`src/rtl/axis_bram_frame_streamer.sv`:
```
// Streams frames of words from a BRAM read port onto AXI4-Stream, with one-shot/loop/repeat
// modes, graceful stop at frame boundaries and a small output FIFO for full-rate backpressure.
//   state   | meaning
//   S_IDLE  | waiting for a start with a usable config
//   S_RUN   | issuing BRAM reads, frame after frame
//   S_DRAIN | final read issued; emptying pipeline and FIFO
module axis_bram_frame_streamer #(
  parameter int DATA_WIDTH = 24,
  parameter int ADDR_WIDTH = 12,
  parameter int RD_LATENCY = 1,
  parameter int CNT_WIDTH  = 16
) (
  input  logic                  aclk,
  input  logic                  areset,
  input  logic                  start,
  input  logic                  stop,
  input  logic [1:0]            mode,
  input  logic [ADDR_WIDTH-1:0] start_addr,
  input  logic [ADDR_WIDTH-1:0] frame_length,
  input  logic [CNT_WIDTH-1:0]  repeat_count,
  output logic [DATA_WIDTH-1:0] m_axis_tdata,
  output logic                  m_axis_tvalid,
  output logic                  m_axis_tlast,
  output logic                  m_axis_tuser,
  input  logic                  m_axis_tready,
  output logic [ADDR_WIDTH-1:0] bram_addr,
  output logic                  bram_en,
  input  logic [DATA_WIDTH-1:0] bram_rddata,
  output logic                  busy,
  output logic                  done,
  output logic [CNT_WIDTH-1:0]  frames_sent
);

  localparam int DEPTH = RD_LATENCY + 2;
  localparam int FW    = DATA_WIDTH + 2;

  typedef enum logic [1:0] {S_IDLE, S_RUN, S_DRAIN} state_t;

  state_t                  r_state;
  logic [1:0]              r_mode;
  logic [ADDR_WIDTH-1:0]   r_start_addr;
  logic [ADDR_WIDTH-1:0]   r_len;
  logic [ADDR_WIDTH-1:0]   r_word_idx;
  logic [CNT_WIDTH-1:0]    r_rep;
  logic [CNT_WIDTH-1:0]    r_frames_issued;
  logic [CNT_WIDTH-1:0]    r_frames_sent;
  logic                    r_stop_req;
  logic                    r_busy;
  logic                    r_done;
  logic [RD_LATENCY-1:0]   r_pipe_vld;
  logic [RD_LATENCY-1:0]   r_pipe_first;
  logic [RD_LATENCY-1:0]   r_pipe_last;
  logic [FW-1:0]           r_fifo [4];
  logic [1:0]              r_wr_ptr;
  logic [1:0]              r_rd_ptr;
  logic [2:0]              r_count;

  logic [2:0]              w_inflight;
  logic                    w_issue;
  logic                    w_first;
  logic                    w_last;
  logic                    w_final;
  logic                    w_stop_now;
  logic                    w_start_ok;
  logic                    w_push;
  logic                    w_pop;
  logic [FW-1:0]           w_head;

  always_comb begin
    w_inflight = '0;
    for (int i = 0; i < RD_LATENCY; i++) w_inflight = w_inflight + {2'b00, r_pipe_vld[i]};
  end

  // Credit check ignores a same-cycle pop, which is why the FIFO holds RD_LATENCY+2 words.
  assign w_issue    = (r_state == S_RUN) &&
                      (({1'b0, r_count} + {1'b0, w_inflight}) < 4'(DEPTH));
  assign w_first    = (r_word_idx == '0);
  assign w_last     = (r_word_idx == (r_len - ADDR_WIDTH'(1)));
  assign w_stop_now = r_stop_req | stop;
  assign w_start_ok = start && (frame_length != '0) && !((mode == 2'd2) && (repeat_count == '0));

  always_comb begin
    case (r_mode)
      2'd1:    w_final = w_last && w_stop_now;
      2'd2:    w_final = w_last && (((r_frames_issued + CNT_WIDTH'(1)) == r_rep) || w_stop_now);
      default: w_final = w_last;
    endcase
  end

  assign bram_en   = w_issue;
  assign bram_addr = r_start_addr + r_word_idx;

  assign w_push        = r_pipe_vld[RD_LATENCY-1];
  assign w_head        = r_fifo[r_rd_ptr];
  assign m_axis_tvalid = (r_count != '0);
  assign m_axis_tdata  = w_head[DATA_WIDTH-1:0];
  assign m_axis_tlast  = m_axis_tvalid & w_head[DATA_WIDTH];
  assign m_axis_tuser  = m_axis_tvalid & w_head[DATA_WIDTH+1];
  assign w_pop         = m_axis_tvalid & m_axis_tready;

  assign busy        = r_busy;
  assign done        = r_done;
  assign frames_sent = r_frames_sent;

  always_ff @(posedge aclk) begin
    if (areset) begin
      r_state         <= S_IDLE;
      r_mode          <= '0;
      r_start_addr    <= '0;
      r_len           <= '0;
      r_rep           <= '0;
      r_word_idx      <= '0;
      r_frames_issued <= '0;
      r_frames_sent   <= '0;
      r_stop_req      <= 1'b0;
      r_busy          <= 1'b0;
      r_done          <= 1'b0;
    end else begin
      r_done <= 1'b0;
      if (w_pop && m_axis_tlast) r_frames_sent <= r_frames_sent + CNT_WIDTH'(1);
      case (r_state)
        S_IDLE: begin
          if (w_start_ok) begin
            r_mode          <= mode;
            r_start_addr    <= start_addr;
            r_len           <= frame_length;
            r_rep           <= repeat_count;
            r_word_idx      <= '0;
            r_frames_issued <= '0;
            r_frames_sent   <= '0;
            r_stop_req      <= 1'b0;
            r_busy          <= 1'b1;
            r_state         <= S_RUN;
          end
        end
        S_RUN: begin
          if (stop) r_stop_req <= 1'b1;
          if (w_issue) begin
            if (w_last) begin
              r_word_idx      <= '0;
              r_frames_issued <= r_frames_issued + CNT_WIDTH'(1);
              r_stop_req      <= 1'b0;
              if (w_final) r_state <= S_DRAIN;
            end else begin
              r_word_idx <= r_word_idx + ADDR_WIDTH'(1);
            end
          end
        end
        S_DRAIN: begin
          if ((r_count == '0) && (w_inflight == '0)) begin
            r_state <= S_IDLE;
            r_busy  <= 1'b0;
            r_done  <= 1'b1;
          end
        end
        default: r_state <= S_IDLE;
      endcase
    end
  end

  // Frame position tags ride alongside each read so the FIFO entry knows its tuser/tlast.
  always_ff @(posedge aclk) begin
    if (areset) begin
      r_pipe_vld   <= '0;
      r_pipe_first <= '0;
      r_pipe_last  <= '0;
      r_wr_ptr     <= '0;
      r_rd_ptr     <= '0;
      r_count      <= '0;
    end else begin
      for (int i = RD_LATENCY - 1; i > 0; i--) begin
        r_pipe_vld[i]   <= r_pipe_vld[i-1];
        r_pipe_first[i] <= r_pipe_first[i-1];
        r_pipe_last[i]  <= r_pipe_last[i-1];
      end
      r_pipe_vld[0]   <= w_issue;
      r_pipe_first[0] <= w_first;
      r_pipe_last[0]  <= w_last;
      if (w_push) r_wr_ptr <= (r_wr_ptr == 2'(DEPTH - 1)) ? 2'd0 : r_wr_ptr + 2'd1;
      if (w_pop)  r_rd_ptr <= (r_rd_ptr == 2'(DEPTH - 1)) ? 2'd0 : r_rd_ptr + 2'd1;
      r_count <= r_count + 3'(w_push) - 3'(w_pop);
    end
  end

  always_ff @(posedge aclk) begin
    if (w_push) r_fifo[r_wr_ptr] <= {r_pipe_first[RD_LATENCY-1], r_pipe_last[RD_LATENCY-1], bram_rddata};
  end

endmodule

```
`config.mk`:
```
export PLATFORM = sky130hd
export DESIGN_NAME = axis_bram_frame_streamer
export DESIGN_NICKNAME = d
export VERILOG_FILES = /design/src/rtl/axis_bram_frame_streamer.sv
export SDC_FILE = /design/constraint.sdc
export NUM_CORES = 1
export LEC_CHECK = 0
export BUFFER_PORTS_ARGS = -buffer_cell sky130_fd_sc_hd__buf_2
export CORE_MARGIN = 2
export CORE_UTILIZATION = 40
export CTS_CLUSTER_SIZE = 25
export DETAILED_ROUTE_END_ITERATION = 7
export PLACE_DENSITY = 0.66
export SYNTH_ARGS = -nofsm -noshare
export SYNTH_HDL_FRONTEND = slang
export SYNTH_SLANG_ARGS = --single-unit
```
`constraint.sdc`:
```
create_clock -name aclk -period 3.8 [get_ports aclk]
set_clock_uncertainty 0.15 [all_clocks]
set_input_delay 0.76 -clock aclk [delete_from_list [all_inputs] [get_ports aclk]]
set_output_delay 0.76 -clock aclk [all_outputs]
set_load 0.005 [all_outputs]
```
Word-level counts from Yosys, hierarchy flattened:

Memories as Yosys holds them, arrays and structs flattened. A register that Yosys moved wholly into a read port is not among the register bits.
Cells that the tools add are included.

* reductions and logical operators: 26
* magnitude comparators: 1
* add/sub/neg operators: 10
* eq/ne operators: 14
* bitwise operators: 5
* muxes and demuxes: 33

Operators by type and width (number)
* $mux 16: 6
* $mux 12: 3
* $add 16x1->16 const B: 2
* $pmux 16 s2: 1
* $pmux 12 s2: 1
* $mux 2: 9
* $eq 16x16->1: 1
* $logic_not 16->1: 1
* $add 12x1->12 const B: 1
* $add 12x12->12: 1
* $eq 12x12->1: 1
* $logic_not 12->1: 1
* $reduce_bool 12->1: 1
* $sub 12x1->12 const B: 1
* $eq 2x2->1 const B: 5
* $ne 2x2->1 const B: 5
* $mux 1: 9
* $logic_and 1x1->1: 8
* $logic_not 3->1: 2
* $pmux 1 s2: 3
* $pmux 2 s3: 1
* $reduce_and 3->1: 2
* $reduce_and 5->1: 1
* $add 2x1->2 const B: 2
* 16 further kinds: 21

* output and inout bits: 58
* register bits: 101
* word-level logic and storage cells: 107
* bits of input ports: 71
* bits in writable memories: 104
* memories: 1

Memory list
* r_fifo: words 4, bits a word 26, rd ports 1, clocked after Yosys merged registers in 1, wr ports 1, RTL line 53 `logic [FW-1:0] r_fifo [4];`

Logic depth before layout (Yosys ltp):

Gate-level depths: netlist (run 1).

* word-level depth: 9
* depth in mapped cells: 11
* gate-level depth less buffers: 10

Worst setup path after synthesis (run 1):

Ideal clock, no wire load.

* kind: register to register
* from: register r_pipe_vld
* to: memory r_fifo[2][0] (netlist name), enable pin
* path buffers: 0
* setup time: 447 ps
* setup slack: 727 ps
* required time: 3203 ps
* clock period less this slack: 3073 ps
* arrival: 2475 ps
* cell stages (with the launch flop): 3
* cell sequence: dfxtp_1 inv_1 nor3b_1

* word-level cells in the longest chain between the ends: 2

RTL lines
* from (decl): RTL line 50 `logic [RD_LATENCY-1:0] r_pipe_vld;`
* from (signal, indexed assignment): RTL line 172 `r_pipe_vld[i] <= r_pipe_vld[i-1];`
* $mux 1: RTL line 186 `if (w_push) r_fifo[r_wr_ptr] <= {r_pipe_first[RD_LATENCY-1], r_pipe_last[RD_LATENCY-1], bram_rddata};`
* $mux 1 (implied by the code): RTL line 186
* to (decl): RTL line 53

Every way passes these cells.

Worst setup path after layout (run 1):

* from: register r_word_idx[1]
* to: output port bram_addr[11]

* word-level cells in the longest chain between the ends: 1

RTL lines
* from (decl): RTL line 43 `logic [ADDR_WIDTH-1:0] r_word_idx;`
* from (signal assigned): RTL line 145 `r_word_idx <= r_word_idx + ADDR_WIDTH'(1);`
* $add 12x12->12: RTL line 91 `assign bram_addr = r_start_addr + r_word_idx;`
* to (decl): RTL line 26 `output logic [ADDR_WIDTH-1:0] bram_addr,`

Every way passes these cells.

==> results of run 1 <==
==> per-layer routing <==
metal | routed length, um | track usage [%]
met3 | 1041 | 2.657
met4 | 385 | 4.504
met1 | 9860 | 23.03
met5 | 0 | 0
met2 | 9908 | 26.92
==> worst max path at each step <==
stage / slack (ns) / from / cells past startpoint / end
final: 0.16 / r_word_idx[1]$_SDFFE_PP0P_ / 9 / bram_addr[11]
after floorplan: 0.73 / r_pipe_vld$_SDFF_PP0_ / 2 / r_fifo[2][0]$_DFFE_PP_
after global placement: 0.52 / r_word_idx[0]$_SDFFE_PP0P_ / 11 / bram_addr[10]
after global routing: 0.01 / r_word_idx[1]$_SDFFE_PP0P_ / 9 / bram_addr[11]
after CTS: 0.00003 / r_word_idx[2]$_SDFFE_PP0P_ / 9 / bram_addr[10]
after detailed placement: 0.49 / r_word_idx[0]$_SDFFE_PP0P_ / 11 / bram_addr[10]
==> power groups by stage <==
stage               combinational [uW]  sequential, uW  clock, uW
global route                       968            2520       2260
floorplan                          599            2520          0
detailed placement                 887            2560          0
finish                             878            2510       2100
global placement                   872            2560          0
CTS                                890            2510       2180
==> critical path, cell delays in order (launching register included) <==
cell     delay, ns
dfxtp_2       0.34
ha_1          0.27
a21o_1        0.18
a21oi_1       0.20
o21ai_0       0.15
a31oi_1       0.27
o21ai_1       0.15
o41ai_2       0.35
xnor2_1       0.17
buf_2         0.14
==> cells in the final DEF, fill, tap and decap left out, types with 4 or more instances in the layout <==
cell         n
edfxtp_1   104
nor3_1      14
a21o_1      13
nor4_1      12
clkinv_2     4
nand2b_1     8
o21ai_0     12
nor2b_1      8
nand2_1     99
mux4_2      26
buf_4       19
dfxtp_2      4
and2_1       7
a21oi_1     51
nor2_1      68
o21ai_1      5
a31oi_1      6
nand4_1     15
nor3b_1      6
dfxtp_1     99
xnor2_1     34
xor2_1      37
mux2i_1     18
nand3_1     24
o211ai_1     4
and3_1      11
clkbuf_1     5
buf_2      128
ha_1        22
or3_1        6
clkbuf_16   23
inv_1       30
==> through the flow <==
| step | cells | hold WS [ns] | instance area (um2) |
|---|---|---|---|
| 3_5_place_dp | 1275 | 0.3071 | 10660 |
| 5_1_grt | 1316 | 0.2805 | 11390 |
| 2_1_floorplan | 848 | 0.2863 | 9648 |
| 4_1_cts | 1315 | 0.2750 | 11370 |
| 6_report | 1316 | 0.3062 | 11390 |
| 3_3_place_gp | 1275 | 0.2955 | 10660 |
==> sequential cells by signal (all words and copies together) (netlist names), 2 cells and up, named ones only <==
register,flops
r_mode,2
r_rd_ptr,2
frames_sent,16
r_rep,16
r_state,2
r_word_idx,12
r_len,12
r_wr_ptr,2
r_count,3
r_start_addr,12
r_fifo,104
r_frames_issued,16
==> cell type report <==
class,instances,area [um2],area share (%)
well taps,319,399.1,3.504
flip-flops and latches,207,5190,45.57
clock inverters,10,90.09,0.7909
repair buffers,147,783.3,6.877
multi-input cells,573,4193,36.81
clock buffers,30,621.8,5.460
inverters,30,112.6,0.9887
==> kinds of logic after synthesis <==
logic type,after synthesis,share of synthesized area (%)
adders and majority gates,24,3.268
muxes,45,8.053
DFF,207,53.74
buffers and inverters,68,3.061
AOI/OAI and AO/OA,130,9.039
xor gates and xnor gates,73,6.847
and+or+nand+nor,301,15.99
==> repair_timing <==
action                     in CTS  in global routing
gates resized for setup         2                  8
pin swaps                       1                  4
setup buffers                   0                  1
setup endpoints to repair       1                  3
==> impl_metrics.tcl, run 1 <==
set metrics [dict create \
    path_clk_slew_ns 0.06 \
    hold_violations 0 \
    crit_arrival_ns 2.73 \
    syn_nets 943 \
    antenna_found_initial 0 \
    p_int_uw 4079 \
    n_antenna_cell 0 \
    critPathCaptureType "primary output" \
    drt_iter0_markers 423 \
    clock.fmax_ghz 0.2746 \
    cts_hold_buf 0 \
    min_to "r_fifo[1][4]$_DFFE_PP_" \
    synthFlopType "edfxtp_1" \
    synth_area_leaders "edfxtp_1 (32%), dfxtp_1 (21%), mux4_2 (6.1%)" \
    holdCritStartpoint "bram_rddata[4]" \
    rsz0062_at_grt "false" \
    fin_ws_ns 0.1581 \
    report.final.setup_viol 0 \
    clock_sinks 207 \
    synth.distinct_cells 71 \
    worstHoldPathCells 1 \
    synthArstFlopShare_pct 0 \
    cts_tree "done" \
    worst_pin_slew_ns 0.6500 \
    dieArea_mm2 0.02538 \
    rr_worst_depth 10 \
    netlist.area_leader.share_pct 32.37 \
    p_leak_uw 0.004401 \
    drt-total-wl_um 21200 \
    switching_share_pct 25.71 \
    vias_per_cell 5.172 \
    cts_root_buf "clkbuf_16" \
    clockBufferDepth 3 \
    synth_largest_area_cell "edfxtp_1" \
    yosysWarnings 0 \
    drv_slew 0 \
    dp_hpwl_um 14860 \
    clock_latency_ns 0.52 \
    io_buffers 128 \
    worstReg2RegEnd "r_frames_issued[5]$_SDFFE_PP0P_" \
    first_pass_iters 5 \
    drive_gt1_share_pct 23.77 \
    power.net_switching_uw 1412 \
    fp.dieW_um 159.3 \
    yosysMostFrequentCell "edfxtp_1" \
    crit_required_ns 2.89 \
    finalCritPeriodShare_pct 95.84 \
    r2r_slack_ns 0.71 \
    comb_power_share_pct 16.0 \
    cts_max_level 1 \
    synth_seq_cells 207 \
    core_mm2 0.02354 \
    layout_min_cycle_time_ns 3.642 \
    gp_congestion 0.8195 \
    synth_edf_count 104 \
    ant_nets 0 \
    via_count 6807 \
    dp_slack_ns 0.4903 \
    numCtsBuffers 23 \
    hold_class "input pin to flip-flop" \
    clockPowerShare_pct 38.3 \
    worstPathMaxFanout 4 \
    setup_tns_ns 0 \
    syn_area_mm2 0.009648 \
    yosysSeqAreaShare_pct 53.74 \
    synthTopCellsByCount "edfxtp_1 (104), dfxtp_1 (103), nand2_1 (99)" \
    fillers 2205 \
    ir_worst_vdd_uv 308.0 \
    start_util_pct 40.98 \
    grt_pass1_wl_um 34330 \
    area_delta_synth_final_pct 18.05 \
    drv_cap 0 \
    worstSetupPathType "flip-flop to primary output" \
    dieHeight_um 159.3 \
    r2r-start "r_pipe_vld$_SDFF_PP0_" \
    max-slew-margin-rel_pct 56.66 \
    fin_util_pct 48.38 \
    grt_overflow 0 \
    grt_pass1_vias 6635 \
    syn_inst 848 \
    io-pin-count 129 \
    synth_area_per_cell_um2 11.38 \
    grtUsageTotal_pct 16.54 \
    nets 1077 \
    grt_max_degree 60 \
    num_rows 56 \
    worst_setup_path_start_kind "flip-flop" \
    status "finished clean" \
    drc 0 \
    powerDensity_mw_per_mm2 482.1 \
    p_total_uw 5491 \
    p_seq_share_pct 45.7 \
    wire_per_inst_um 16.11 \
]
No activity file was read; power rests on OpenSTA's default activity.
==> inputs of run 2 (changes only) <==
--- a/config.mk
+++ b/config.mk
@@ -5,6 +5,7 @@
 export SDC_FILE = /design/constraint.sdc
 export NUM_CORES = 1
 export LEC_CHECK = 0
+export ABC_AREA = 1
 export BUFFER_PORTS_ARGS = -buffer_cell sky130_fd_sc_hd__buf_2
 export CORE_MARGIN = 2
 export CORE_UTILIZATION = 40
==> run 2 against run 1 <==
Net effect: setup slack improved by 0.028 ns; first-iteration DRC count rose by 46%; critical path type unchanged; highest routed layer unchanged; synthesized cell count rose by 29%; combinational power rose to 2.6 times the previous value; via count rose by 15%; global-route usage rose by 0.91 points; area after synthesis rose by 0.61%; count of clock-buffer cells in the layout rose by 4; die area rose by 0.60%; clock power rose by 2%; wire length rose by 6.5%.
==> impl_metrics.tcl, run 2 <==
set metrics [dict create \
    status "finished clean" \
    wire_per_inst_um 14.45 \
    drv_cap 0 \
    rsz0062_at_grt "false" \
    synth_area_per_cell_um2 8.849 \
    layout_min_cycle_time_ns 3.614 \
    area_delta_synth_final_pct 17.69 \
    synth_area_leaders "edfxtp_1 (32%), dfxtp_1 (21%), nand2_1 (6.1%)" \
    cts_max_level 1 \
    hold_class "flip-flop to flip-flop" \
    synth_largest_area_cell "edfxtp_1" \
    grt_pass1_wl_um 36640 \
    io-pin-count 129 \
    crit_required_ns 2.89 \
    setup_tns_ns 0 \
    p_total_uw 7237 \
    finalCritPeriodShare_pct 95.09 \
    fp.dieW_um 159.8 \
    cts_root_buf "clkbuf_16" \
    r2r_slack_ns 0.86 \
    place_inst 1522 \
    yosysWarnings 0 \
    final_common_cell "nand2_1" \
    min_to "r_mode[1]$_SDFFE_PP0P_" \
    num_rows 57 \
    max-slew-margin-rel_pct 39.50 \
    core_mm2 0.02411 \
    p_leak_uw 0.004579 \
    clock.fmax_ghz 0.2767 \
    clock_latency_ns 0.52 \
    worstPathMaxFanout 6 \
    synthFlopType "edfxtp_1" \
    synth.distinct_cells 49 \
    fin_ws_ns 0.1864 \
    powerDensity_mw_per_mm2 633.5 \
    synthTopCellsByCount "nand2_1 (159), nor2_1 (150), inv_1 (114)" \
    yosysMostFrequentCell "nand2_1" \
    drive_gt1_share_pct 17.37 \
    grt_max_degree 63 \
    synth_edf_count 104 \
    dieHeight_um 159.8 \
    antenna_found_initial 1 \
    yosysSeqAreaShare_pct 53.42 \
    cts_setup_buffers 0 \
    holdCritStartpoint "r_mode[1]$_SDFFE_PP0P_" \
    drt-total-wl_um 22570 \
    worstSetupPathType "flip-flop to primary output" \
    clock_sinks 207 \
    largest_reg_flops 104 \
    gp_congestion 0.8883 \
    n_antenna_cell 0 \
    drv_slew 0 \
    critPathCaptureType "primary output" \
    final_cells 1562 \
    clockBufferDepth 3 \
    start_util_pct 40.27 \
    regMostFlops "r_fifo" \
    cts_tree "done" \
    fin_util_pct 47.39 \
    worstHoldPathCells 2 \
    syn_inst 1097 \
    fillers 2377 \
    ant_nets 0 \
    worst_setup_path_start_kind "flip-flop" \
    worstReg2RegEnd "r_frames_issued[5]$_SDFFE_PP0P_" \
    numCtsBuffers 24 \
    dp_hpwl_um 15250 \
    syn_nets 1192 \
    grtUsageTotal_pct 17.44 \
    rr_worst_depth 9 \
    worst_pin_slew_ns 0.9064 \
    grt_pass1_vias 7332 \
    drt_iter0_markers 616 \
    hold_violations 0 \
    syn_area_mm2 0.009707 \
    vias_per_cell 5.019 \
    crit_arrival_ns 2.70 \
    report.final.setup_viol 0 \
    final_cell_mix "nand2_1 (159), nor2_1 (150), buf_2 (128), inv_1 (113), o21ai_0 (110)" \
    drc 0 \
    io_buffers 128 \
    grt_overflow 0 \
    via_count 7840 \
    path_clk_slew_ns 0.06 \
    dieArea_mm2 0.02553 \
    synth_seq_cells 207 \
    synthArstFlopShare_pct 0 \
    dp_slack_ns 0.4335 \
    nets 1319 \
    ir_worst_vdd_uv 356.3 \
    first_pass_iters 5 \
    netlist.area_leader.share_pct 32.17 \
    r2r-start "r_pipe_vld$_SDFF_PP0_" \
]
==> run 2: cell count changes after synthesis, sizes merged, moves of 18 or more <==
cell and change:
o22ai +23, inv +87, nor2 +90, nand3 +38
mux2i -18, mux4 -26, o21ai +99, nand2 +65
xnor2 -25
==> run 2: how the worst max path moves through the flow <==
stage	to	slack, ns	startpoint	cells past startpoint
5_1_grt	bram_addr[10]	0.04	r_word_idx[0]$_SDFFE_PP0P_	11
4_1_cts	bram_addr[10]	0.07	r_word_idx[0]$_SDFFE_PP0P_	11
3_3_place_gp	bram_addr[10]	0.47	r_word_idx[0]$_SDFFE_PP0P_	11
2_1_floorplan	r_fifo[1][0]$_DFFE_PP_	0.83	r_pipe_vld$_SDFF_PP0_	2
3_5_place_dp	bram_addr[10]	0.43	r_word_idx[0]$_SDFFE_PP0P_	11
6_report	bram_addr[10]	0.19	r_word_idx[0]$_SDFFE_PP0P_	11
==> run 2: layer usage <==
layer / vias to the layer above / wire length [um] / GRT usage, %
met4: 0 / 297 / 3.890
met5: - / 0 / 0
met2: 213 / 10410 / 29.48
met3: 26 / 1304 / 3.169
li1: 3985 / - / -
met1: 3616 / 10560 / 23.46
==> run 2: critical path, cell delays in order (launching register included) <==
cell     delay [ns]
dfxtp_2        0.37
ha_1           0.18
inv_1          0.07
fa_1           0.42
o21ai_2        0.20
a31oi_1        0.15
o21ai_1        0.21
a21oi_1        0.14
nor2_1         0.12
nor2_1         0.06
xor2_1         0.14
buf_2          0.13
==> run 2: cell type report <==
type                            count  area [um2]  share of cell area [%]
Sequential cell                   207        5186                   45.40
Multi-Input combinational cell    732        3924                   34.35
Timing Repair Buffer              140       730.7                   6.396
Clock buffer                       34       668.1                   5.849
Inverter                          119       447.9                   3.921
Tap cell                          324       405.4                   3.549
Clock inverter                      6       61.31                  0.5367
==> run 2: logic make-up (layout without fill, tap and decap cells) <==
group           Yosys count  after routing  synth area share, %
compound gates          232            232                13.34
simple gates            440            440                20.11
fa+ha+maj                24             24                3.248
xor+xnor                 36             36                3.390
buf+inv                 158            299                6.496
flops                   207            207                53.42
==> run 2: repair_timing <==
item	in CTS	in global routing
pin swaps	0	0
endpoints found under the setup margin	1	2
resized for setup	2	4
gates cloned	0	0
hold buffers	0	0
==> run 2: stage by stage <==
stage,hold slack (ns),area [um2]
floorplan,0.2774,9707
global placement,0.2913,10690
detailed placement,0.2945,10690
CTS,0.2891,11410
global route,0.2935,11420
finish,0.2985,11420
==> run 2: where the power goes <==
part	internal, uW	switching, uW	total (uW)	leakage [uW]
Sequential	2630	170	2800	0.00178
Combinational	794	1490	2290	0.00244
Clock	1280	874	2150	0.000353
Total	4700	2540	7240	0.00458
==> inputs of run 3 (changes only) <==
--- a/config.mk
+++ b/config.mk
@@ -11,6 +11,7 @@
 export CORE_UTILIZATION = 40
 export CTS_CLUSTER_SIZE = 25
 export DETAILED_ROUTE_END_ITERATION = 7
+export MAX_ROUTING_LAYER = met4
 export PLACE_DENSITY = 0.66
 export SYNTH_ARGS = -nofsm -noshare
 export SYNTH_HDL_FRONTEND = slang
==> run 3 against run 2 <==
Net effect: first-iteration DRC count down 7.8%; register-to-register slack about the same; sequential share of layout area about the same; die area unchanged; wire length is 0.26% lower; maximum frequency rose by 0.15%; sequential cell count stayed put; total power hardly changed; highest routed layer unchanged; core utilization about the same.
==> impl_metrics.tcl, run 3 (synthesis gave the netlist of run 2 again) <==
set metrics [dict create \
    status "finished clean" \
    cp_num_cells 11 \
    p_seq_share_pct 38.7 \
    drt_iter0_markers 568 \
    layout_min_cycle_time_ns 3.608 \
    drt-total-wl_um 22510 \
    holdCritStartpoint "r_mode[1]$_SDFFE_PP0P_" \
    clock_sinks 207 \
    finalCritPeriodShare_pct 94.96 \
    hold_class "flip-flop to flip-flop" \
    crit_chain "ha_1, inv_1, fa_1, o21ai_2, a31oi_1, o21ai_1, a21oi_1, nor2_1, nor2_1, xor2_1, buf_2" \
    drv_cap 0 \
    worstReg2RegEnd "r_frames_issued[5]$_SDFFE_PP0P_" \
    ir_worst_vdd_uv 357.4 \
    stdcell_area_mm2 0.01143 \
    worst_pin_slew_ns 0.8761 \
    worstPathMaxFanout 6 \
    final_cell_mix "nand2_1 (159), nor2_1 (150), buf_2 (128), inv_1 (113), o21ai_0 (110)" \
    grt_pass1_wl_um 36640 \
    io-pin-count 129 \
    powerDensity_mw_per_mm2 633.0 \
    cts_tree "done" \
    regMostFlops "r_fifo" \
    r2r_slack_ns 0.87 \
    comb_power_share_pct 31.6 \
    start_util_pct 40.27 \
    final_common_cell "nand2_1" \
    grtUsageTotal_pct 17.95 \
    crit_start "r_word_idx[0]$_SDFFE_PP0P_" \
    worstSetupPathType "flip-flop to primary output" \
    max-slew-margin-rel_pct 41.53 \
    largest_reg_flops 104 \
    dpl_cell_area_mm2 0.01069 \
    clock.fmax_ghz 0.2771 \
    p_total_uw 7233 \
    max_stage_delay_ns 0.42 \
    cp.buffers_inverters 2 \
    vias_per_cell 4.990 \
    drc 0 \
    rsz0062_at_grt "false" \
    numCtsBuffers 24 \
    hold_violations 0 \
    worst_setup_path_start_kind "flip-flop" \
    clock_latency_ns 0.52 \
    p_int_uw 4701 \
    grt_pass1_vias 7345 \
    dieArea_mm2 0.02553 \
    rr_worst_depth 9 \
    antenna_found_initial 1 \
    crit_required_ns 2.89 \
    ant_nets 0 \
    setup_tns_ns 0 \
    via_count 7800 \
    switching_share_pct 35.00 \
    gp_congestion 0.9032 \
    fin_util_pct 47.40 \
    io_buffers 128 \
    dp_hpwl_um 15250 \
    report.final.setup_viol 0 \
    grt_max_degree 63 \
    crit_top_cell "nor2_1" \
    wire_per_inst_um 14.40 \
    grt_overflow 0 \
    critPathCaptureType "primary output" \
    power.net_switching_uw 2532 \
    slowest_stage "fa_1" \
    drv_slew 0 \
    nets 1319 \
    area_delta_synth_final_pct 17.71 \
    clockPowerShare_pct 29.8 \
    critPathCapture "bram_addr[10]" \
    num_rows 57 \
    cts_max_level 1 \
    path_delay_family "compound AO/OA/AOI/OAI gates" \
    cts_root_buf "clkbuf_16" \
    crit_arrival_ns 2.70 \
    r2r-start "r_pipe_vld$_SDFF_PP0_" \
    clockBufferDepth 3 \
    drive_gt1_share_pct 17.37 \
    hold_slack_ns 0.2986 \
    dieHeight_um 159.8 \
    path_clk_slew_ns 0.06 \
    first_pass_iters 5 \
    core_mm2 0.02411 \
    p_leak_uw 0.004579 \
    fp.dieW_um 159.8 \
]
-- run 3: changes by cell type in the layout (fill, tap and decap cells not counted) --
cell	previous run	this run
diode_2	0	1
-- run 3: per-stage QoR --
step	worst slack (ns)	instances
final	0.1917	1563
after CTS	0.06548	1562
after detailed placement	0.4335	1522
after floorplan	0.8331	1097
after global routing	0.04119	1563
after global placement	0.4664	1522
-- run 3: tightest hold or removal path, cell delays in order (launching register included) --
cell     delay (ns)
dfxtp_1        0.31
inv_1          0.05
a21oi_1        0.05
-- run 3: cell type report --
cell class | count | area, um2
fillers | 2376 | 12680
flip-flops and latches | 207 | 5186
multi-input cells | 732 | 3924
repair buffers | 140 | 730.7
clock buffers | 34 | 668.1
inverters | 119 | 447.9
well taps | 324 | 405.4
clock inverters | 6 | 61.31
diodes | 1 | 2.502
-- run 3: power groups by stage --
stage | registers (uW) | logic, uW | clock network (uW)
after floorplan | 2810 | 1600 | 0
after global placement | 2830 | 2260 | 0
after detailed placement | 2840 | 2300 | 0
after CTS | 2800 | 2310 | 2220
after global routing | 2830 | 2600 | 2320
final | 2800 | 2280 | 2150
-- run 3: worst min-delay path by stage --
stage | endpoint | depth (start not counted)
2_1_floorplan | r_mode[1]$_SDFFE_PP0P_ | 2
5_1_grt | r_fifo[0][21]$_DFFE_PP_ | 1
3_5_place_dp | r_start_addr[10]$_SDFFE_PP0P_ | 2
3_3_place_gp | r_start_addr[10]$_SDFFE_PP0P_ | 2
6_report | r_mode[1]$_SDFFE_PP0P_ | 2
4_1_cts | r_fifo[0][13]$_DFFE_PP_ | 1
-- run 3: repair_timing --
item / CTS / global route
gates resized for setup: 2 / 4
buffers inserted: 0 / 0
pin swaps: 0 / 0
hold buffers: 0 / 0
setup endpoints to repair: 1 / 2
-- run 3: routing by layer --
metal	GRT usage [%]	routed length, um	up-vias
li1	-	-	3987
met2	29.48	10320	203
met5	-	0	-
met1	23.44	10570	3581
met4	3.890	314	0
met3	3.091	1310	29
